===== config.mk =====
export PLATFORM = sky130hd
export DESIGN_NAME = merlin_fetch_requester_flat
export DESIGN_NICKNAME = d
export VERILOG_FILES = /design/src/rtl/merlin_fetch_requester_pkg.sv /design/src/rtl/merlin_fetch_requester_if.sv /design/src/rtl/merlin_fetch_requester_tracker.sv /design/src/rtl/merlin_fetch_requester.sv /design/src/flat_wrapper.sv
export SDC_FILE = /design/constraint.sdc
export NUM_CORES = 1
export LEC_CHECK = 0
export BUFFER_PORTS_ARGS = -buffer_cell sky130_fd_sc_hd__clkbuf_2
export CAP_MARGIN = 20
export CORE_ASPECT_RATIO = 0.5
export CORE_UTILIZATION = 30
export DETAILED_ROUTE_END_ITERATION = 8
export GPL_TIMING_DRIVEN = 1
export PLACE_DENSITY = 0.63
export SLEW_MARGIN = 0
export SYNTH_ARGS = -nofsm -noshare
export SYNTH_HDL_FRONTEND = slang
export SYNTH_SLANG_ARGS = --single-unit

===== constraint.sdc =====
create_clock -name clk_i -period 11.3 [get_ports clk_i]
set_clock_uncertainty 0.15 [all_clocks]
set_input_delay 1.695 -clock clk_i [delete_from_list [all_inputs] [get_ports clk_i]]
set_output_delay 1.695 -clock clk_i [all_outputs]
set_load 0.02 [all_outputs]

===== src/rtl/merlin_fetch_requester_pkg.sv =====
// Shared definitions for the fetch requester: entry layout, entry width and
// FSM state encodings.
package merlin_fetch_requester_pkg;

    localparam int C_FIFO_WIDTH    = 65;
    localparam int FETCH_RERR_BIT  = 64;
    localparam int FETCH_PC_MSB    = 63;
    localparam int FETCH_PC_LSB    = 32;
    localparam int FETCH_INSTR_MSB = 31;
    localparam int FETCH_INSTR_LSB = 0;

    typedef enum logic [1:0] {
        IDLE = 2'd0,
        RUN  = 2'd1,
        HALT = 2'd2
    } fetch_state_e;

    function automatic logic [C_FIFO_WIDTH-1:0] fetch_entry(
        input logic        rerr,
        input logic [31:0] pc,
        input logic [31:0] instr
    );
        return {rerr, pc, instr};
    endfunction

endpackage


===== src/rtl/merlin_fetch_requester_if.sv =====
// Instruction bus and fetch FIFO write-side signals. The requester is the
// master; the bus/FIFO side is the slave.
interface merlin_fetch_requester_if;
    import merlin_fetch_requester_pkg::*;

    logic                    ireqvalid_o;
    logic                    ireqready_i;
    logic [31:0]             ireqaddr_o;
    logic                    irspvalid_i;
    logic                    irsprerr_i;
    logic [31:0]             irspdata_i;
    logic                    fifo_flush_o;
    logic                    fifo_wr_o;
    logic [C_FIFO_WIDTH-1:0] fifo_din_o;
    logic                    fifo_rd_i;

    modport master (
        output ireqvalid_o, ireqaddr_o, fifo_flush_o, fifo_wr_o, fifo_din_o,
        input  ireqready_i, irspvalid_i, irsprerr_i, irspdata_i, fifo_rd_i
    );

    modport slave (
        input  ireqvalid_o, ireqaddr_o, fifo_flush_o, fifo_wr_o, fifo_din_o,
        output ireqready_i, irspvalid_i, irsprerr_i, irspdata_i, fifo_rd_i
    );

endinterface


===== src/rtl/merlin_fetch_requester_tracker.sv =====
// Credit bookkeeping for the fetch requester: requests in flight, stale
// responses still to be discarded, and FIFO occupancy.
module merlin_fetch_tracker #(
    parameter int C_FIFO_DEPTH_X    = 1,
    parameter int C_MAX_OUTSTANDING = 4
) (
    input  logic clk_i,
    input  logic reset_i,
    input  logic accept_i,
    input  logic rsp_valid_i,
    input  logic push_i,
    input  logic pop_i,
    input  logic pc_load_i,
    output logic credit_ok_o,
    output logic drop_o
);

    localparam int          OW       = C_FIFO_DEPTH_X + 1;
    localparam int          IW       = $clog2(C_MAX_OUTSTANDING) + 1;
    localparam logic [31:0] DEPTH    = 32'(1 << C_FIFO_DEPTH_X);
    localparam logic [31:0] MAX_OUTS = 32'(C_MAX_OUTSTANDING);

    logic [OW-1:0] occ_q;
    logic [IW-1:0] inflight_q;
    logic [IW-1:0] drop_q;
    logic [IW-1:0] inflight_next;
    logic [31:0]   claimed;

    // Every response retires one in-flight request, whether pushed or dropped.
    assign inflight_next = inflight_q + IW'(accept_i) - IW'(rsp_valid_i);
    assign drop_o        = (drop_q != '0);

    // Entries already stored plus live requests must leave room in the FIFO.
    always_comb begin
        claimed     = 32'(occ_q) + 32'(inflight_q) - 32'(drop_q);
        credit_ok_o = (claimed < DEPTH) && (32'(inflight_q) < MAX_OUTS);
    end

    // Counter update; a redirect turns everything in flight into stale traffic.
    always_ff @(posedge clk_i) begin
        if (reset_i) begin
            occ_q      <= '0;
            inflight_q <= '0;
            drop_q     <= '0;
        end else begin
            inflight_q <= inflight_next;
            if (pc_load_i) begin
                drop_q <= inflight_next;
                occ_q  <= '0;
            end else begin
                if (rsp_valid_i && drop_o)
                    drop_q <= drop_q - IW'(1);
                occ_q <= occ_q + OW'(push_i) - OW'(pop_i);
            end
        end
    end

`ifndef SYNTHESIS
    rsp_needs_inflight: assert property (@(posedge clk_i) disable iff (reset_i)
        !(rsp_valid_i && (inflight_q == '0)));
    pop_needs_entry: assert property (@(posedge clk_i) disable iff (reset_i)
        !(pop_i && (occ_q == '0)));
`endif

endmodule


===== src/rtl/merlin_fetch_requester.sv =====
// Instruction fetch requester: issues sequential word fetches, tags in-order
// responses with their PC and pushes them into the fetch FIFO.
// Optional macro RV_FETCH_PERF_EN adds saturating drop/stall counters.
//
// state | meaning
// IDLE  | after reset, no requests until the first redirect
// RUN   | issuing requests while FIFO credit and outstanding limit allow
// HALT  | bus error seen; no new requests, in-flight responses still pushed
module merlin_fetch_requester
    import merlin_fetch_requester_pkg::*;
#(
    parameter int C_FIFO_DEPTH_X    = 1,
    parameter int C_MAX_OUTSTANDING = 4
) (
    input  logic        clk_i,
    input  logic        reset_i,
    input  logic        pc_load_i,
    input  logic [31:0] pc_i,
    merlin_fetch_requester_if.master bus
`ifdef RV_FETCH_PERF_EN
    ,
    output logic [31:0] perf_drop_o,
    output logic [31:0] perf_stall_o
`endif
);

    fetch_state_e state_q;
    logic [31:0]  req_pc_q;
    logic [31:0]  rsp_pc_q;
    logic         credit_ok;
    logic         drop;
    logic         req_valid;
    logic         accept;
    logic         push;
    logic         pc_align_unused;

    assign pc_align_unused = ^pc_i[1:0];

    assign req_valid = ~reset_i & (state_q == RUN) & ~pc_load_i & credit_ok;
    assign accept    = req_valid & bus.ireqready_i;
    assign push      = ~reset_i & bus.irspvalid_i & ~drop & ~pc_load_i;

    assign bus.ireqvalid_o  = req_valid;
    assign bus.ireqaddr_o   = req_pc_q;
    assign bus.fifo_flush_o = pc_load_i & ~reset_i;
    assign bus.fifo_wr_o    = push;
    assign bus.fifo_din_o   = fetch_entry(bus.irsprerr_i, rsp_pc_q, bus.irspdata_i);

    merlin_fetch_tracker #(
        .C_FIFO_DEPTH_X    (C_FIFO_DEPTH_X),
        .C_MAX_OUTSTANDING (C_MAX_OUTSTANDING)
    ) u_tracker (
        .clk_i       (clk_i),
        .reset_i     (reset_i),
        .accept_i    (accept),
        .rsp_valid_i (bus.irspvalid_i),
        .push_i      (push),
        .pop_i       (bus.fifo_rd_i),
        .pc_load_i   (pc_load_i),
        .credit_ok_o (credit_ok),
        .drop_o      (drop)
    );

    // Sequencing FSM plus request/response PCs; a redirect always restarts fetch.
    always_ff @(posedge clk_i) begin
        if (reset_i) begin
            state_q  <= IDLE;
            req_pc_q <= '0;
            rsp_pc_q <= '0;
        end else if (pc_load_i) begin
            state_q  <= RUN;
            req_pc_q <= {pc_i[31:2], 2'b00};
            rsp_pc_q <= {pc_i[31:2], 2'b00};
        end else begin
            if (accept)
                req_pc_q <= req_pc_q + 32'd4;
            if (push)
                rsp_pc_q <= rsp_pc_q + 32'd4;
            if ((state_q == RUN) && push && bus.irsprerr_i)
                state_q <= HALT;
        end
    end

`ifdef RV_FETCH_PERF_EN
    logic [31:0] perf_drop_q;
    logic [31:0] perf_stall_q;

    // Saturating counts of discarded responses and credit-limited RUN cycles.
    always_ff @(posedge clk_i) begin
        if (reset_i) begin
            perf_drop_q  <= '0;
            perf_stall_q <= '0;
        end else begin
            if (bus.irspvalid_i && (drop || pc_load_i) && (perf_drop_q != '1))
                perf_drop_q <= perf_drop_q + 32'd1;
            if ((state_q == RUN) && !pc_load_i && !credit_ok && (perf_stall_q != '1))
                perf_stall_q <= perf_stall_q + 32'd1;
        end
    end

    assign perf_drop_o  = perf_drop_q;
    assign perf_stall_o = perf_stall_q;
`endif

endmodule


===== src/flat_wrapper.sv =====
// flat-port wrapper written by rule: the top's interface ports become plain ports
module merlin_fetch_requester_flat import merlin_fetch_requester_pkg::*;
#(
    parameter int C_FIFO_DEPTH_X    = 1,
    parameter int C_MAX_OUTSTANDING = 4
)
  (clk_i, reset_i, pc_load_i, pc_i, bus_ireqvalid_o, bus_ireqaddr_o, bus_fifo_flush_o, bus_fifo_wr_o, bus_fifo_din_o, bus_ireqready_i, bus_irspvalid_i, bus_irsprerr_i, bus_irspdata_i, bus_fifo_rd_i);
  merlin_fetch_requester_if bus_i ();
  input  logic clk_i;
  input  logic reset_i;
  input  logic pc_load_i;
  input  logic [31:0] pc_i;
  output wire logic [$bits(bus_i.ireqvalid_o)-1:0] bus_ireqvalid_o;
  output wire logic [$bits(bus_i.ireqaddr_o)-1:0] bus_ireqaddr_o;
  output wire logic [$bits(bus_i.fifo_flush_o)-1:0] bus_fifo_flush_o;
  output wire logic [$bits(bus_i.fifo_wr_o)-1:0] bus_fifo_wr_o;
  output wire logic [$bits(bus_i.fifo_din_o)-1:0] bus_fifo_din_o;
  input wire logic [$bits(bus_i.ireqready_i)-1:0] bus_ireqready_i;
  input wire logic [$bits(bus_i.irspvalid_i)-1:0] bus_irspvalid_i;
  input wire logic [$bits(bus_i.irsprerr_i)-1:0] bus_irsprerr_i;
  input wire logic [$bits(bus_i.irspdata_i)-1:0] bus_irspdata_i;
  input wire logic [$bits(bus_i.fifo_rd_i)-1:0] bus_fifo_rd_i;
  assign bus_ireqvalid_o = bus_i.ireqvalid_o;
  assign bus_ireqaddr_o = bus_i.ireqaddr_o;
  assign bus_fifo_flush_o = bus_i.fifo_flush_o;
  assign bus_fifo_wr_o = bus_i.fifo_wr_o;
  assign bus_fifo_din_o = bus_i.fifo_din_o;
  assign bus_i.ireqready_i = bus_ireqready_i;
  assign bus_i.irspvalid_i = bus_irspvalid_i;
  assign bus_i.irsprerr_i = bus_irsprerr_i;
  assign bus_i.irspdata_i = bus_irspdata_i;
  assign bus_i.fifo_rd_i = bus_fifo_rd_i;
  merlin_fetch_requester #(.C_FIFO_DEPTH_X(C_FIFO_DEPTH_X), .C_MAX_OUTSTANDING(C_MAX_OUTSTANDING)) u_core (.clk_i(clk_i), .reset_i(reset_i), .pc_load_i(pc_load_i), .pc_i(pc_i), .bus(bus_i));
endmodule

==> results.yml, run 1 <==
route:
  drt-vias-per-instance: 5.06
  drt-initial-drc-count: 283
  finalWirelength_microns: 12000
  drc: 0
  avgRoutedWirePerCell_microns: 15.4
  dr_total_vias: 3948
  drt_pass1_iterations: 4
  ant_nets: 0
yosys:
  synth-edff-count: 0
  synth-main-ff-cell: "dfxtp_1"
  yosys-top-cells-area: "dfxtp_1 (33%), buf_4 (6.4%), xnor2_1 (5.3%)"
  yosysTopAreaCellShare_pct: 32.5
  synth_warnings: 0
  synth_cell_types: 57
  async_flop_share_pct: 0
  syn_area_per_cell_sq_um: 8.19
  yosysSeqAreaShare_pct: 32.5
  ys_seq_elements: 70
  synth_top_area_cell: "dfxtp_1"
  synth_cells: 526
  syn_area_sq_um: 4310
cts:
  cts_num_sinks: 70
  numCtsBuffers: 9
  cts_max_level: 3
  clkTransAtPathRegs_ns: 0.05
  clkLatencyLatePin_ns: 0.33
  post_cts.repair.setup_buffers: 0
  holdBufCountCts: 0
  cts_tree: "yes"
  clockRootBuffer: "clkbuf_16"
  cts_buffer_depth: 2
  post_cts_resized: 0
sta:
  worst_slew_pin_slew_ns: 1.05
  rsz0062_at_grt: "no"
  period_share_pct: 46.3
  fin_setup_tns_ns: 0
  post-route-min-period_ns: 5.24
  final-hold-violation-count: 0
  maxSlewViolCount: 0
  final-setup-viol-count: 0
  max_slew_margin_pct: 29.4
  fmax_mhz: 191
cells_and_area:
  nFillCells: 1437
  area_growth_pct: 15.4
  ff_latch_area_sq_um: 1400
  drive_gt1_share_pct: 21.4
  fin_util_pct: 36.1
  layout_commonest_cell: "clkbuf_2"
  nets: 671
  final_cell_mix: "clkbuf_2 (100), dfxtp_1 (70), nand2_1 (53), inv_1 (32), nor2_1 (31)"
  multi_input_area_sq_um: 2410
  num_antenna_cells: 0
pwr:
  vdd_drop_max_mv: 0.0809
  leakage_uw: 0.00199
  p_per_area_nw_per_um2: 143
global_routing:
  grt_pass1_wl_microns: 19200
  grt_pass1_vias: 3754
  grt_max_degree: 64
  grt_overflow: 0
  groute.usage.overall_pct: 16.5
  antenna_found_initial: 0
hold_path:
  hp-class: "reg -> reg"
setup_path:
  crit_family: "buffers and inverters"
  cpMostUsedCell: "clkbuf_2"
  critPathLaunchType: "input pin"
  crit_path_end_kind: "primary output"
  path_cells: "clkbuf_2 -> buf_4 -> nor2_1 -> and4b_1 -> nand4_1 -> inv_2 -> clkbuf_2"
  cp.required_ns: 9.46
  cp_num_buf_inv: 4
  worstSetupPathType: "in -> out"
  cp_slowest_stage_delay_ns: 0.31
  crit_path_max_fanout: 63
  cp_slowest_cell: "buf_4"
  cp.arrival_ns: 3.39
die:
  ios: 171
  die_height_microns: 86.7
  fp.dieW_microns: 171
  initial_core_util_pct: 31.3
  rows: 30
  core_area_sq_um: 13800
  dieArea_sq_um: 14900
place:
  place_hpwl_microns: 8810
  place_congestion: 0.890
  io_buffers: 100
flow_run:
  maxCapViolCount: 0
outcome:
  status: "finished, final reports clean"
report_power, final:
| group | internal, uW | switching [uW] | total [uW] |
|---|---|---|---|
| clock network | 155 | 100 | 255 |
| logic | 65.9 | 97.9 | 164 |
| registers | 267 | 22.8 | 290 |
| total | 488 | 221 | 709 |
cell type report:
type	instances	area share, %
tap	192	4.83
timing repair buffer	104	10.7
inverter	33	2.49
sequential	70	28.2
multi-input combinational	366	48.5
clock inverter	1	0.101
clock buffer	15	5.19
tightest hold or removal path, stage by stage (launching register included):
cell and delay [ns]:
dfxtp_1 0.32, o21ai_0 0.07, a21oi_1 0.07
flip-flops by register name (all words and copies together) (netlist names):
| register | cells |
|---|---|
| u_core.u_tracker.inflight_q | 3 |
| u_core.state_q | 2 |
| u_core.rsp_pc_q | 30 |
| u_core.u_tracker.occ_q | 2 |
| u_core.u_tracker.drop_q | 3 |
| u_core.bus.ireqaddr_o | 30 |
through the flow:
step / instance area, sq um / cells / power (uW) / hold slack (ns) / worst slack, ns
2_1_floorplan: 4320 / 529 / 425 / 0.313 / 6.80
3_3_place_gp: 4710 / 765 / 455 / 0.338 / 6.11
3_5_place_dp: 4710 / 765 / 459 / 0.357 / 6.10
4_1_cts: 4970 / 781 / 714 / 0.365 / 6.10
5_1_grt: 4970 / 781 / 746 / 0.390 / 5.90
6_report: 4970 / 781 / 709 / 0.361 / 6.06
Yosys cell counts, drive strengths merged (3+ instances only):
| master | instances |
|---|---|
| a211oi | 7 |
| o31a | 10 |
| nand4 | 17 |
| o21a | 4 |
| nor2b | 4 |
| nand2 | 53 |
| nand3 | 21 |
| or4 | 4 |
| buf | 43 |
| xor2 | 18 |
| inv | 33 |
| nor2 | 32 |
| o21bai | 3 |
| and4 | 6 |
| xnor2 | 26 |
| nor3 | 12 |
| fa | 4 |
| clkbuf | 17 |
| and3 | 7 |
| and2 | 3 |
| a31oi | 11 |
| dfxtp | 70 |
| nand2b | 4 |
| o21ai | 8 |
| or3 | 7 |
| a21oi | 30 |
| a21boi | 21 |
| o22ai | 4 |
| nor4 | 10 |
| ha | 12 |
metal layers:
metal  track usage (%)  share of wire (%)  wire [microns]  up-vias
met5                 0                  0               0        -
met4              7.31                2.5             298        0
met3              3.52                4.0             483       36
met2              27.7                 48            5770       89
met1              20.6                 46            5470     1892
li1                  -                  -               -     1931
kinds of logic (layout without fill, tap and decap cells):
family	Yosys count	after routing	synth area share, %
AND/OR/NAND/NOR	190	190	23.6
AO/OA/AOI/OAI	111	111	17.5
buffers and inverters	93	153	11.8
flip-flops	70	70	32.5
XOR/XNOR	44	44	8.95
adder cells (fa/ha/maj)	16	16	5.34
other	1	4	0.0870
multiplexers	1	1	0.232
final timing paths:
kind | startpoint | to | slack (ns) | cells past startpoint
worst max-delay path | reset_i | bus_ireqvalid_o | 6.06 | 7
worst min-delay path | u_core.state_q[0]$_SDFFE_PP0P_ | u_core.state_q[0]$_SDFFE_PP0P_ | 0.36 | 2
worst max register to register | u_core.u_tracker.occ_q[1]$_SDFF_PP0_ | u_core.u_tracker.drop_q[2]$_SDFFE_PP0P_ | 6.94 | 17
worst min register to register | u_core.state_q[0]$_SDFFE_PP0P_ | u_core.state_q[0]$_SDFFE_PP0P_ | 0.36 | 2
Note: power is estimated with default switching activity, not from simulation.
==> run 2, diff against run 1 <==
- ABC_AREA: not set -> 1
- PLACE_DENSITY: 0.63 -> 0.61
- clock period: 11.3 -> 5.1 ns (I/O delays scaled with it)
==> run 2 against run 1 <==
Against the previous run:
- cell count increased by 46%
- worst setup slack worse by 4.7 ns
- register-to-register slack got worse by 5.6 ns
- critical path type is now reg -> reg
==> results.yml, run 2 <==
setup_path:
  cp_num_buf_inv: 4
  path_cells: "inv_1 -> fa_1 -> inv_1 -> fa_1 -> nand2_1 -> nand3_1 -> nor2_2 -> nand4_2 -> ha_1 -> inv_1 -> ha_1 -> fa_1 -> xor2_1 -> xor2_1 -> inv_1 -> nor2_1 -> a22o_1"
  critPathLaunchType: "register"
  cp.arrival_ns: 3.86
  crit_family: "adder cells"
  cp.required_ns: 5.18
  crit_path_end_kind: "register"
  cp_slowest_stage_delay_ns: 0.54
  worstSetupPathType: "reg -> reg"
  crit_path_max_fanout: 4
  cpMostUsedCell: "inv_1"
  cp_slowest_cell: "fa_1"
route:
  drt-vias-per-instance: 4.88
  drt-initial-drc-count: 436
  finalWirelength_microns: 17400
  avgRoutedWirePerCell_microns: 15.2
  drt_pass1_iterations: 5
  ant_nets: 0
  dr_total_vias: 5574
  drc: 0
yosys:
  synth_top_area_cell: "dfxtp_1"
  synth-main-ff-cell: "dfxtp_1"
  yosys.cell_count.top_type: "nand2_1"
  async_flop_share_pct: 0
  ys_seq_elements: 70
  ys_top_cells_by_count: "nand2_1 (290), nor2_1 (105), dfxtp_1 (70), inv_1 (70), nand3_1 (70)"
  yosysSeqAreaShare_pct: 26.8
  synth_warnings: 0
  synth_cells: 856
  yosysTopAreaCellShare_pct: 26.8
  yosys-top-cells-area: "dfxtp_1 (27%), nand2_1 (21%), nor2_1 (7.5%)"
  synth-edff-count: 0
  syn_area_sq_um: 5230
  syn_area_per_cell_sq_um: 6.11
  synth_cell_types: 37
cells_and_area:
  area_growth_pct: 14.5
  nets: 998
  final_cell_mix: "nand2_1 (290), nor2_1 (105), clkbuf_2 (100)"
  drive_gt1_share_pct: 15.1
  num_antenna_cells: 0
  layout_commonest_cell: "nand2_1"
cts:
  cts_tree: "yes"
  cts_buffer_depth: 2
  numCtsBuffers: 9
  clkLatencyLatePin_ns: 0.34
  post_cts_resized: 0
  post_cts.repair.setup_buffers: 0
  holdBufCountCts: 0
  clockRootBuffer: "clkbuf_16"
  cts_num_sinks: 70
  clkTransAtPathRegs_ns: 0.06
  cts_max_level: 3
sta:
  post-route-min-period_ns: 3.78
  final-setup-viol-count: 0
  max_slew_margin_pct: 61.3
  fin_setup_tns_ns: 0
  final-hold-violation-count: 0
  worst_slew_pin_slew_ns: 0.580
  rsz0062_at_grt: "no"
  fmax_mhz: 265
  period_share_pct: 74.1
  maxSlewViolCount: 0
place:
  place_congestion: 0.949
  io_buffers: 100
  place_hpwl_microns: 13300
pwr:
  power_uw: 1800
  p_per_area_nw_per_um2: 301
  vdd_drop_max_mv: 0.167
  leakage_uw: 0.00262
die:
  dieArea_sq_um: 18000
  ios: 171
  rows: 33
  core_area_sq_um: 16700
  initial_core_util_pct: 31.3
  die_height_microns: 95.4
  fp.dieW_microns: 189
flow_run:
  maxCapViolCount: 0
global_routing:
  groute.usage.overall_pct: 19.5
  antenna_found_initial: 0
  grt_pass1_wl_microns: 27000
  grt_overflow: 0
  grt_pass1_vias: 5060
  grt_max_degree: 49
hold_path:
  hp-class: "reg -> reg"
outcome:
  status: "finished, final reports clean"
==> run 2: cell types whose count changed after synthesis, sizes merged, moves of 16 or more <==
cell	change
a21boi	-21
a21oi	+19
inv	+40
nand2	+240
nand3	+51
nor2	+79
o21ai	+19
xnor2	-16
==> run 2: cell type report <==
type	count	area, sq um
flip-flops and latches	70	1400
clock inverters	7	121
clock buffers	9	225
inverters	74	283
well taps	227	284
repair buffers	104	531
multi-input cells	652	3150
fillers	1852	10700
==> run 2: path summary, 6_finish.rpt <==
path,from,to,slack [ns],cells past startpoint
worst max register to register,u_core.u_tracker.occ_q[1]$_SDFF_PP0_,u_core.u_tracker.drop_q[2]$_SDFFE_PP0P_,1.32,17
worst min register to register,u_core.state_q[1]$_SDFFE_PP0P_,u_core.state_q[1]$_SDFFE_PP0P_,0.30,2
worst max-delay path,u_core.u_tracker.occ_q[1]$_SDFF_PP0_,u_core.u_tracker.drop_q[2]$_SDFFE_PP0P_,1.32,17
worst min-delay path,u_core.state_q[1]$_SDFFE_PP0P_,u_core.state_q[1]$_SDFFE_PP0P_,0.30,2
==> run 2: layer usage <==
layer  up-vias  part of all wire (%)  track usage, %
met2       165                    45            31.8
met5         -                     0               0
met1      2575                    46            26.0
met4         0                   2.2            6.79
li1       2795                     -               -
met3        39                   6.1            3.64
==> run 2: worst reg2reg max path: stages (launching register included) <==
cell and delay (ns):
dfxtp_1 0.35, inv_1 0.07, fa_1 0.54, inv_1 0.08
fa_1 0.49, nand2_1 0.11, nand3_1 0.10, nor2_2 0.17
nand4_2 0.13, ha_1 0.30, inv_1 0.04, ha_1 0.18
fa_1 0.37, xor2_1 0.16, xor2_1 0.14, inv_1 0.05
nor2_1 0.04, a22o_1 0.20
==> run 2: kinds of logic (layout without fill, tap and decap cells) <==
group | Yosys count | in the layout | share of synthesized area (%)
compound gates | 97 | 97 | 10.0
xor+xnor | 31 | 31 | 5.19
fa+ha+maj | 16 | 16 | 4.40
buf+inv | 137 | 194 | 13.3
flops | 70 | 70 | 26.8
other cells | 1 | 4 | 0.0717
simple gates | 504 | 504 | 40.3
==> run 2: report_power, final <==
| group | internal (uW) | total (uW) | leakage (uW) | switching, uW |
|---|---|---|---|---|
| clock network | 479 | 742 | 0.000158 | 263 |
| registers | 589 | 643 | 0.000577 | 54.3 |
| logic | 143 | 418 | 0.00188 | 276 |
| total | 1210 | 1800 | 0.00262 | 593 |
==> run 2: metrics by stage <==
step	hold slack, ns	setup WS [ns]	cells	utilization (%)	cell area [sq um]
final	0.301	1.32	1143	35.8	5990
after global routing	0.338	1.08	1143	35.8	5990
after CTS	0.303	1.32	1143	35.8	5990
after detailed placement	0.295	1.33	1127	33.8	5650
after global placement	0.287	1.37	1127	33.8	5650
after floorplan	0.277	1.34	859	-	5250
==> run 3, diff against run 2 <==
- clock period: 5.1 -> 3.6 ns (I/O delays scaled with it)
==> run 3 against run 2 <==
Against the previous run:
- the flow now finishes with violations (negative setup slack)
- via count increased by 2.4%
- utilization increased by 1.2 points
- fmax increased by 3.3%
- worst setup slack got worse by 1.4 ns
- critical path depth increased by 2
- clock-buffer cell count increased by 4
- combinational power increased by 89%
- sequential power increased by 42%
- die area unchanged
- flip-flop and latch count unchanged
- power increased by 47%
- largest cell class unchanged
==> results.yml, run 3 (synthesis results as in run 2) <==
cells_and_area:
  fin_util_pct: 37.0
  drive_gt1_share_pct: 18.5
  area_growth_pct: 18.3
  nets: 1018
  final_cell_mix: "nand2_1 (288), nor2_1 (103), clkbuf_2 (100), nand3_1 (70), dfxtp_1 (68)"
  nFillCells: 1834
  num_antenna_cells: 0
  final_area_sq_um: 6190
  layout_commonest_cell: "nand2_1"
cts:
  cts_max_level: 3
  clkTransAtPathRegs_ns: 0.06
  cts_num_sinks: 70
  clkLatencyLatePin_ns: 0.33
  clockRootBuffer: "clkbuf_16"
  cts_buffer_depth: 2
  holdBufCountCts: 0
  cts_tree: "yes"
  numCtsBuffers: 9
sta:
  max_slew_margin_pct: 61.1
  fmax_mhz: 273
  final-hold-violation-count: 0
  period_share_pct: 102
  setup_slack_ns: -0.0588
  maxSlewViolCount: 0
  post-route-min-period_ns: 3.66
  final-setup-viol-count: 1
  worst_slew_pin_slew_ns: 0.584
  rsz0062_at_grt: "yes"
global_routing:
  grt_max_degree: 49
  antenna_found_initial: 0
  groute.usage.overall_pct: 20.0
  grt_pass1_vias: 5375
  grt_pass1_wl_microns: 27800
  grt_overflow: 0
outcome:
  violations: "negative setup slack"
  status: "complete, but fails checks"
route:
  avgRoutedWirePerCell_microns: 15.1
  drt-vias-per-instance: 4.91
  finalWirelength_microns: 17600
  wl_met1_microns: 8400
  drc: 0
  top_layer: "met4"
  dr_wl_met2_microns: 7820
  drt_pass1_iterations: 7
  ant_nets: 0
  dr_total_vias: 5705
  drt-initial-drc-count: 483
  met3_length_microns: 1120
place:
  dpl_cell_area_sq_um: 5730
  place_hpwl_microns: 13300
  place_congestion: 0.909
  pre_cts_ws_ns: -0.103
  io_buffers: 100
setup_path:
  r2r_slack_ns: -0.06
  critPathLaunchType: "register"
  startpoint: "u_core.u_tracker.occ_q[1]$_SDFF_PP0_"
  cp.required_ns: 3.67
  cp.arrival_ns: 3.73
  r2r_start: "u_core.u_tracker.occ_q[1]$_SDFF_PP0_"
  crit_path_max_fanout: 2
  crit_path_end_kind: "register"
  worstSetupPathType: "reg -> reg"
die:
  initial_core_util_pct: 31.3
  ios: 171
  core_area_sq_um: 16700
  fp.dieW_microns: 189
  dieArea_sq_um: 18000
  die_height_microns: 95.4
  rows: 33
pwr:
  leakage_uw: 0.00272
  p_per_area_nw_per_um2: 430
  power_uw: 2660
  vdd_drop_max_mv: 0.233
flow_run:
  maxCapViolCount: 0
hold_path:
  hp-class: "reg -> reg"
  hp-start: "u_core.state_q[1]$_SDFFE_PP0P_"
run 3: changes by cell type in the layout (fill, tap and decap cells not counted), moves of 3 or more:
cell,previous run,this run
clkinvlp_4,3,0
clkbuf_8,0,4
buf_6,0,5
buf_4,4,19
inv_2,3,8
inv_1,70,65
run 3: layer usage:
| layer | vias up | global-route usage (%) |
|---|---|---|
| li1 | 2828 | - |
| met1 | 2673 | 27.0 |
| met2 | 170 | 32.7 |
| met3 | 34 | 3.39 |
| met4 | 0 | 6.38 |
| met5 | - | 0 |
run 3: worst max-delay path: stages (launching register included):
cell     delay (ns)
dfxtp_2        0.33
inv_2          0.04
fa_1           0.55
inv_2          0.05
fa_1           0.48
inv_2          0.08
nand2_2        0.05
nor2_2         0.08
nand2_1        0.06
nor2_2         0.12
nand4_2        0.14
ha_4           0.30
inv_2          0.04
ha_4           0.14
fa_2           0.34
xor2_2         0.15
xor2_1         0.14
inv_1          0.07
nor2_2         0.04
a22o_1         0.20
run 3: where the power goes:
group	switching, uW	total, uW	internal [uW]
logic	446	789	343
registers	78.5	914	835
clock network	347	957	610
run 3: metrics by stage:
stage / hold slack (ns) / TNS, ns / cells
after floorplan: 0.277 / -0.130 / 859
after global placement: 0.286 / -0.0630 / 1136
after detailed placement: 0.302 / -0.103 / 1136
after CTS: 0.310 / -0.0550 / 1164
after global routing: 0.339 / -0.392 / 1163
final: 0.305 / -0.0588 / 1163
run 3: worst paths after layout:
check                           depth (start not counted)                                      end
worst max-delay path                                   19  u_core.u_tracker.drop_q[2]$_SDFFE_PP0P_
worst min-delay path                                    2           u_core.state_q[1]$_SDFFE_PP0P_
worst max register to register                         19  u_core.u_tracker.drop_q[2]$_SDFFE_PP0P_
worst min register to register                          2           u_core.state_q[1]$_SDFFE_PP0P_
run 3: area by class of cell:
type / instances / area [sq um] / share of cell area (%)
clock buffer: 13 / 280 / 4.53
inverter: 74 / 283 / 4.57
timing repair buffer: 124 / 699 / 11.3
tap: 227 / 284 / 4.59
multi-input combinational: 652 / 3200 / 51.7
clock inverter: 3 / 40.0 / 0.647
sequential: 70 / 1400 / 22.7
run 3: repair_timing:
action,4_1_cts,5_1_grt
setup buffers,12,1
endpoints found under the setup margin,1,6
gates resized for setup,5,11
pin swaps,8,7
